<file path="config.mk">
export PLATFORM = sky130hd
export DESIGN_NAME = bram_port_arbiter
export DESIGN_NICKNAME = d
export VERILOG_FILES = /design/src/rtl/bram_port_arbiter.sv
export SDC_FILE = /design/constraint.sdc
export NUM_CORES = 1
export LEC_CHECK = 0
export CAP_MARGIN = 20
export CELL_PAD_IN_SITES_DETAIL_PLACEMENT = 0
export CELL_PAD_IN_SITES_GLOBAL_PLACEMENT = 1
export CORE_UTILIZATION = 26
export CTS_BUF_LIST = sky130_fd_sc_hd__clkbuf_8 sky130_fd_sc_hd__clkbuf_16
export DETAILED_ROUTE_END_ITERATION = 10
export PLACE_DENSITY_LB_ADDON = 0.12
export SETUP_SLACK_MARGIN = 0.3
export SLEW_MARGIN = 20
export SYNTH_ARGS = -nofsm -noshare
export SYNTH_HDL_FRONTEND = slang
export SYNTH_SLANG_ARGS = --single-unit
export TNS_END_PERCENT = 1
</file>
<file path="constraint.sdc">
create_clock -name clk -period 1.9 [get_ports clk]
set_input_delay 0.38 -clock clk [delete_from_list [all_inputs] [get_ports clk]]
set_output_delay 0.38 -clock clk [all_outputs]
set_load 0.03 [all_outputs]
</file>
<file path="src/rtl/bram_port_arbiter.sv">
// Round-robin arbiter that shares one single-port message BRAM between the
// check-node unit (port A) and the variable-node unit (port B). It also runs
// a zero-fill sweep of the whole memory on request. The BRAM command outputs
// are registered. Read data is passed straight through from the BRAM and is
// qualified by a two-stage rvalid pipeline.
module bram_port_arbiter #(
  parameter int ADDR_W = 12,
  parameter int DATA_W = 20,
  parameter int DEPTH  = 4096
) (
  input  logic              clk,
  input  logic              rst_n,
  input  logic              init_start,
  output logic              init_busy,
  output logic              init_done,
  input  logic              a_req,
  input  logic              a_we,
  input  logic [ADDR_W-1:0] a_addr,
  input  logic [DATA_W-1:0] a_wdata,
  output logic              a_gnt,
  output logic              a_rvalid,
  output logic [DATA_W-1:0] a_rdata,
  input  logic              b_req,
  input  logic              b_we,
  input  logic [ADDR_W-1:0] b_addr,
  input  logic [DATA_W-1:0] b_wdata,
  output logic              b_gnt,
  output logic              b_rvalid,
  output logic [DATA_W-1:0] b_rdata,
  output logic              bram_en,
  output logic              bram_we,
  output logic [ADDR_W-1:0] bram_addr,
  output logic [DATA_W-1:0] bram_din,
  input  logic [DATA_W-1:0] bram_dout
);

  typedef enum logic {IDLE, INIT} state_t;

  localparam logic [ADDR_W-1:0] LAST_ADDR = ADDR_W'(DEPTH - 1);

  state_t            state;
  logic              last_b;     // 1 when port B received the most recent grant
  logic [ADDR_W-1:0] sweep_cnt;
  logic              sweep_end;  // final sweep write issued; one drain cycle left
  logic [1:0]        rd_s1;      // {b, a} read tags, command cycle
  logic [1:0]        rd_s2;      // {b, a} read tags, data-return cycle

  assign a_rvalid = rd_s2[0];
  assign b_rvalid = rd_s2[1];
  assign a_rdata  = bram_dout;
  assign b_rdata  = bram_dout;

  // Grant logic. A single requester always wins. On a tie, the port that was
  // not granted last wins.
  always_comb begin
    // NOTE: default every always_comb output first so no path infers a latch.
    a_gnt = 1'b0;
    b_gnt = 1'b0;
    if (rst_n && state == IDLE && !init_start) begin
      if (a_req && (!b_req || last_b)) a_gnt = 1'b1;
      else if (b_req)                  b_gnt = 1'b1;
    end
  end

  // Control FSM, registered BRAM command, and read-tag pipeline.
  always_ff @(posedge clk) begin
    if (!rst_n) begin
      // NOTE: nonblocking assignments keep every register updating from pre-edge values.
      state     <= IDLE;
      last_b    <= 1'b1;
      sweep_cnt <= '0;
      sweep_end <= 1'b0;
      rd_s1     <= '0;
      rd_s2     <= '0;
      init_busy <= 1'b0;
      init_done <= 1'b0;
      bram_en   <= 1'b0;
      bram_we   <= 1'b0;
      bram_addr <= '0;
      bram_din  <= '0;
    end else begin
      bram_en   <= 1'b0;
      bram_we   <= 1'b0;
      init_done <= 1'b0;
      rd_s1     <= {b_gnt & ~b_we, a_gnt & ~a_we};
      rd_s2     <= rd_s1;
      case (state)
        IDLE: begin
          if (init_start) begin
            state     <= INIT;
            init_busy <= 1'b1;
            sweep_cnt <= '0;
            sweep_end <= 1'b0;
          end else if (a_gnt) begin
            last_b    <= 1'b0;
            bram_en   <= 1'b1;
            bram_we   <= a_we;
            bram_addr <= a_addr;
            bram_din  <= a_wdata;
          end else if (b_gnt) begin
            last_b    <= 1'b1;
            bram_en   <= 1'b1;
            bram_we   <= b_we;
            bram_addr <= b_addr;
            bram_din  <= b_wdata;
          end
        end
        INIT: begin
          if (sweep_end) begin
            state     <= IDLE;
            init_busy <= 1'b0;
            init_done <= 1'b1;
            sweep_end <= 1'b0;
          end else begin
            bram_en   <= 1'b1;
            bram_we   <= 1'b1;
            bram_din  <= '0;
            bram_addr <= sweep_cnt;
            sweep_cnt <= sweep_cnt + 1'b1;
            if (sweep_cnt == LAST_ADDR) sweep_end <= 1'b1;
          end
        end
        default: state <= IDLE;
      endcase
    end
  end

endmodule

</file>
==> metrics.yaml, run 1 <==
status:
  outcome: "finished clean"
global_routing:
  grt_pass1_wl_mm: 12.4
  overflow: 0
  grt_use_total: 0.138
  antenna_found_initial: 0
  grt_pass1_vias: 2458
  grt_max_degree: 27
critical_path:
  worst-path-buf-inv: 1
  worst_path_largest_cell_delay_ns: 0.69
  endpoint_kind: "primary output"
  crit_chain: "clkdlybuf4s50_1"
  critPathKind: "reg -> out"
  worstReg2RegStart: "sweep_cnt[0]$_SDFFE_PN0P_"
  crit_family: "buffers and inverters"
  crit_fanout: 2
  startpoint_type: "flip-flop"
  r2r_end: "sweep_cnt[10]$_SDFFE_PN0P_"
  reg2reg_setup_slack_ns: 0.35
  worst_r2r_path_depth: 5
  cp.arrival_ns: 1.36
  cp_slowest_cell: "clkdlybuf4s50_1"
  critical_path_depth: 1
  required_ns: 1.52
cells_and_area:
  drive_gt1_frac: 0.139
  mostFrequentLayoutCells: "102 x clkdlybuf4s50_1, 54 x dfxtp_1, 36 x mux2i_1"
  layout_commonest_cell: "clkdlybuf4s50_1"
  n_antenna_cell: 0
  area_delta_synth_final_pct: 45.8
  final_cells: 516
  fin_nets: 471
  n_fill_cell: 1046
cts:
  path_clk_slew_ns: 0.10
  cts_sinks: 55
  htreeDepth: 2
  cts_tree: "done"
  clk_latency_ns: 0.31
  cts_buffers: 5
  cts_buffer_depth: 2
  root_buffer: "clkbuf_8"
timing:
  min_period_ns: 1.74
  hold_viol: 0
  drv_slew: 0
  fmax_ghz: 0.574
  setup_viol: 0
  fin_ws_ns: 0.158
  fin_worst_hold_slack_ns: 0.446
  period_share: 0.917
  fin_worst_skew_ns: 0.00742
  tightestPinTransition_ns: 0.375
  rsz0062_at_grt: "yes"
  relSlewSlack: 0.749
die:
  dieHeight_um: 105
  core.rowCount: 37
  dieArea_um2: 11100
  core_area_um2: 10300
  start_util: 0.268
  ioPinCount: 171
  die_w_um: 105
synth:
  ys_warn_count: 0
  ys_seq_elements: 55
  syn_nets: 384
  synth_cell_types: 41
  syn_area_per_cell_um2: 9.49
  netlist_top_cells_area: "dfxtp_1 40%, mux2i_1 13%, buf_4 11%"
  synthCells: 292
  synth_seq_area_share: 0.397
  synth-main-ff-cell: "dfxtp_1"
  synth_top_area_cell: "dfxtp_1"
  async_flop_share: 0
  yosysTopAreaCellShare: 0.397
  synth_edf_count: 0
  syn_area_um2: 2770
drt:
  drt-pass1-iter-count: 4
  drt_wl_total_mm: 7.42
  antenna_left: 0
  drtIter0Drc: 61
  via_per_inst: 4.63
  route.detailed.drc: 0
  num_vias: 2391
  wl_per_cell_um: 14.4
placed_design:
  numPortBuffers: 110
  dp_slack_ns: -0.0406
  dp_cells: 506
  place_hpwl_mm: 5.56
  place_congestion: 0.743
min_path:
  holdPathStages: 1
  min_from: "rd_s1[1]$_SDFF_PN0_"
  worstHoldEndpoint: "rd_s2[1]$_SDFF_PN0_"
  worstHoldPathType: "reg -> reg"
power:
  power_density_nw_per_um2: 631
  vdd.ir_drop.worst_v: 0.000296
  cellLeakagePower_nw: 1.57
job:
  maxCapViolations: 0
Yosys cell counts, types with 4 or more instances:
library cell / instances
nor2b_1: 7
nor2_1: 8
clkbuf_1: 12
buf_4: 40
o21ai_1: 4
and3_1: 5
nand4_1: 14
nand3_1: 12
o21ai_0: 4
and2_1: 4
buf_2: 7
o211ai_1: 10
mux2i_1: 36
o2bb2ai_1: 20
a21oi_1: 5
nand2_1: 10
dfxtp_1: 55
inv_1: 5
through the flow:
stage,cell area (µm²),power (mW),util,setup TNS (ns)
final,4040,2.55,0.391,0
after global routing,4040,2.68,0.391,0
after CTS,4040,2.59,0.391,0
after detailed placement,3940,1.93,0.382,-0.305
after global placement,3940,1.93,0.382,-0.0265
after floorplan,2780,1.72,-,0
registers in the layout (all words and copies together) (netlist names):
register   cells
bram_we        1
init_busy      1
rd_s1          2
init_done      1
sweep_end      1
rd_s2          2
bram_din      20
last_b         1
bram_addr     12
bram_en        1
state          1
sweep_cnt     12
cells by family (layout without fill, tap and decap cells):
group                      after synthesis  in the layout  synth area share
AOI/OAI and AO/OA                       59             59             0.164
buffers and inverters                   64            152             0.144
muxes                                   36             36             0.130
and+or+nand+nor                         75             75             0.154
xor gates and xnor gates                 2              2           0.00632
DFF                                     55             55             0.397
adders and majority gates                1              1           0.00452
layer usage:
layer	GRT usage	vias to the layer above	wire, µm
met2	0.212	99	3280
met3	0.0569	10	736
met4	0.0362	0	76
li1	-	1200	-
met5	0	-	0
met1	0.178	1082	3330
report_power, final:
part / internal, mW / switching [mW]
Combinational: 0.350 / 0.304
Clock: 0.254 / 0.395
Sequential: 1.21 / 0.0356
repair_timing:
| action | in CTS | in global routing |
|---|---|---|
| pin swaps | 2 | 0 |
| setup endpoints to repair | 41 | 77 |
| setup buffers | 2 | 0 |
| hold buffers | 0 | 0 |
| resized for setup | 7 | 2 |
worst max-delay path by stage:
stage | start | to
after CTS | bram_addr[6]$_SDFFE_PN0P_ | bram_addr[6]
after global routing | bram_addr[6]$_SDFFE_PN0P_ | bram_addr[6]
final | bram_din[4]$_SDFFE_PN0P_ | bram_din[4]
after detailed placement | init_start | b_gnt
after floorplan | rst_n | b_gnt
after global placement | init_start | b_gnt
final cells by class:
cell class	count	area [µm²]	share of cell area
well taps	136	170	0.0421
clock inverters	3	15.0	0.00372
inverters	5	18.8	0.00465
flip-flops and latches	55	1100	0.273
clock buffers	5	68.8	0.0170
repair buffers	139	1370	0.340
multi-input cells	173	1290	0.320
(Power assumes the default switching activity.)
==> run 2: changes to the inputs <==
--- a/config.mk
+++ b/config.mk
@@ -8,7 +8,7 @@
 export CAP_MARGIN = 20
 export CELL_PAD_IN_SITES_DETAIL_PLACEMENT = 0
 export CELL_PAD_IN_SITES_GLOBAL_PLACEMENT = 1
-export CORE_UTILIZATION = 26
+export CORE_UTILIZATION = 28
 export CTS_BUF_LIST = sky130_fd_sc_hd__clkbuf_8 sky130_fd_sc_hd__clkbuf_16
 export DETAILED_ROUTE_END_ITERATION = 10
 export PLACE_DENSITY_LB_ADDON = 0.12
==> constraint.sdc (replaced) <==
create_clock -name clk -period 2.2 [get_ports clk]
set_input_delay 0.44 -clock clk [delete_from_list [all_inputs] [get_ports clk]]
set_output_delay 0.44 -clock clk [all_outputs]
set_load 0.03 [all_outputs]
==> run 2 against run 1 <==
  * Die area down 7.0%
  * Via count down 3.8%
  * Sequential power down 13%
  * Flip-flop and latch count unchanged
  * Power down 14%
  * Clock skew up 0.0035 ns
  * Hold slack worse by 0.0010 ns
  * Register-to-register slack better by 0.17 ns
  * Critical path type unchanged
  * Largest power group unchanged
  * Highest routed layer unchanged
==> metrics.yaml, run 2 (synthesis results as in run 1) <==
power:
  power_density_nw_per_um2: 559  # -11%
  vdd.ir_drop.worst_v: 0.000308  # +3.9%
  cellLeakagePower_nw: 1.50  # -4.1%
timing:
  hold_viol: 0  # unchanged
  drv_slew: 0  # unchanged
  tns_ns: 0  # unchanged
  fmax_ghz: 0.555
  min_period_ns: 1.80
  fin_worst_skew_ns: 0.0109  # +0.00349 ns
  fin_worst_hold_slack_ns: 0.445  # -0.00104 ns
  tightestPinTransition_ns: 0.602  # +0.227 ns
  relSlewSlack: 0.599  # -0.150
  period_share: 0.818
  rsz0062_at_grt: "no"
  setup_viol: 0  # unchanged
cells_and_area:
  mostFrequentLayoutCells: "104 x clkdlybuf4s50_1, 54 x dfxtp_1, 36 x mux2i_1"
  postLayoutCellArea_um2: 3920  # -2.9%
  fin_util: 0.417  # +0.0255
  area_delta_synth_final_pct: 41.6
  largest_reg_flops: 20  # unchanged
  fin_nets: 457  # -3.0%
  biggestRegsByFlops: "bram_din: 20 flops, bram_addr: 12 flops, sweep_cnt: 12 flops"
  n_antenna_cell: 0  # unchanged
  n_fill_cell: 947  # -9.5%
  largest-register: "bram_din"
  layout_commonest_cell: "clkdlybuf4s50_1"
  drive_gt1_frac: 0.0984  # -0.0411
  final_cells: 495  # -4.1%
critical_path:
  required_ns: 1.76  # +0.24 ns
  startpoint_type: "flip-flop"
  cp.arrival_ns: 1.36  # about the same
  cp_slowest_cell: "clkdlybuf4s50_1"
  crit_chain: "clkdlybuf4s50_1"
  critPathKind: "reg -> out"
  endpoint_kind: "primary output"
  worst-path-buf-inv: 1  # unchanged
  crit_family: "buffers and inverters"
  worst_path_largest_cell_delay_ns: 0.70  # about the same
  crit_fanout: 2  # unchanged
drt:
  antenna_left: 0  # unchanged
  drt-pass1-iter-count: 4  # unchanged
  dr_wl_met3_um: 650  # -12%
  via_per_inst: 4.65  # +0.28%
  highest_layer: "met4"
  wl_per_cell_um: 14.2  # -0.89%
  met1_length_mm: 3.18  # -4.4%
  drtIter0Drc: 77  # +26%
  num_vias: 2300  # -3.8%
  met2WireLength_mm: 3.16  # -3.4%
  route.detailed.drc: 0  # unchanged
  drt_wl_total_mm: 7.05  # -4.9%
global_routing:
  grt_pass1_wl_mm: 11.5  # -7.3%
  antenna_found_initial: 0  # unchanged
  grt_max_degree: 41  # +52%
  overflow: 0  # unchanged
  grt_use_total: 0.143  # +0.00475
  grt_pass1_vias: 2295  # -6.6%
cts:
  cts_buffers: 5  # unchanged
  cts_buffer_depth: 2  # unchanged
  path_clk_slew_ns: 0.10  # about the same
  clk_latency_ns: 0.31  # about the same
  cts_tree: "done"
  hold_buffers: 0  # unchanged
  htreeDepth: 2  # unchanged
  cts_sinks: 55  # unchanged
  root_buffer: "clkbuf_8"
die:
  core_area_um2: 9420  # -8.8%
  dieHeight_um: 101  # -3.6%
  ioPinCount: 171  # unchanged
  core.rowCount: 35  # -5.4%
  die_w_um: 101  # -3.6%
  dieArea_um2: 10300  # -7.0%
  start_util: 0.294  # +0.0259
placed_design:
  dp_cells: 485  # -4.2%
  dpl_cell_area_um2: 3800  # -3.6%
  numPortBuffers: 110  # unchanged
  place_hpwl_mm: 5.26  # -5.4%
  place_congestion: 0.718  # -3.3%
min_path:
  worstHoldPathType: "reg -> reg"
job:
  maxCapViolations: 0  # unchanged
status:
  outcome: "finished clean"
## run 2: cell types whose count changed in the layout (fill, tap and decap cells not counted), moves of 2 or more
cell             delta
buf_4              -12
dlymetal6s2s_1      +2
clkinv_2            -3
clkdlybuf4s50_1     +2
dlygate4sd2_1       -4
nor2_2              -2
buf_12              -2
inv_1               +2
## run 2: final cells by class
class | count | area, µm² | share of cell area
multi-input cells | 173 | 1290 | 0.330
repair buffers | 125 | 1250 | 0.319
flip-flops and latches | 55 | 1100 | 0.281
well taps | 129 | 161 | 0.0411
clock buffers | 6 | 82.6 | 0.0210
inverters | 5 | 18.8 | 0.00478
clock inverters | 2 | 12.5 | 0.00319
## run 2: power by group
part           leakage [nW]  total (mW)  switching [mW]  internal [mW]
Sequential            0.449        1.08          0.0320           1.04
Clock                0.0526       0.584           0.330          0.254
Combinational          1.00       0.533           0.254          0.279
Total                  1.50        2.19           0.616           1.58
## run 2: metrics by stage
stage	setup slack (ns)	total power [mW]
6_report	0.400	2.19
4_1_cts	0.257	2.24
5_1_grt	0.300	2.31
2_1_floorplan	0.393	1.48
3_5_place_dp	0.158	1.63
3_3_place_gp	0.165	1.64
## run 2: final timing paths
| kind | slack (ns) | to | cells past startpoint | from |
|---|---|---|---|---|
| max reg2reg | 0.52 | bram_din[7]$_SDFFE_PN0P_ | 4 | sweep_end$_SDFFE_PN0P_ |
| min reg2reg | 0.45 | rd_s2[1]$_SDFF_PN0_ | 1 | rd_s1[1]$_SDFF_PN0_ |
| max | 0.40 | bram_din[4] | 1 | bram_din[4]$_SDFFE_PN0P_ |
| min | 0.45 | rd_s2[1]$_SDFF_PN0_ | 1 | rd_s1[1]$_SDFF_PN0_ |
## run 2: what timing repair did
| action | in CTS | in global routing |
|---|---|---|
| gates resized for setup | 2 | 5 |
| buffers inserted | 2 | 0 |
| pin swaps | 3 | 2 |
| setup endpoints to repair | 2 | 2 |
## run 2: worst register-to-register path: stages, from the launching register on
cell       delay (ns)
dfxtp_1          0.43
nand2b_1         0.52
and3_1           0.26
buf_4            0.25
o2bb2ai_1        0.15
## run 2: layer usage
layer	vias up	global-route usage
met5	-	0
met4	0	0.0357
met3	4	0.0621
met2	75	0.215
met1	1045	0.187
li1	1176	-
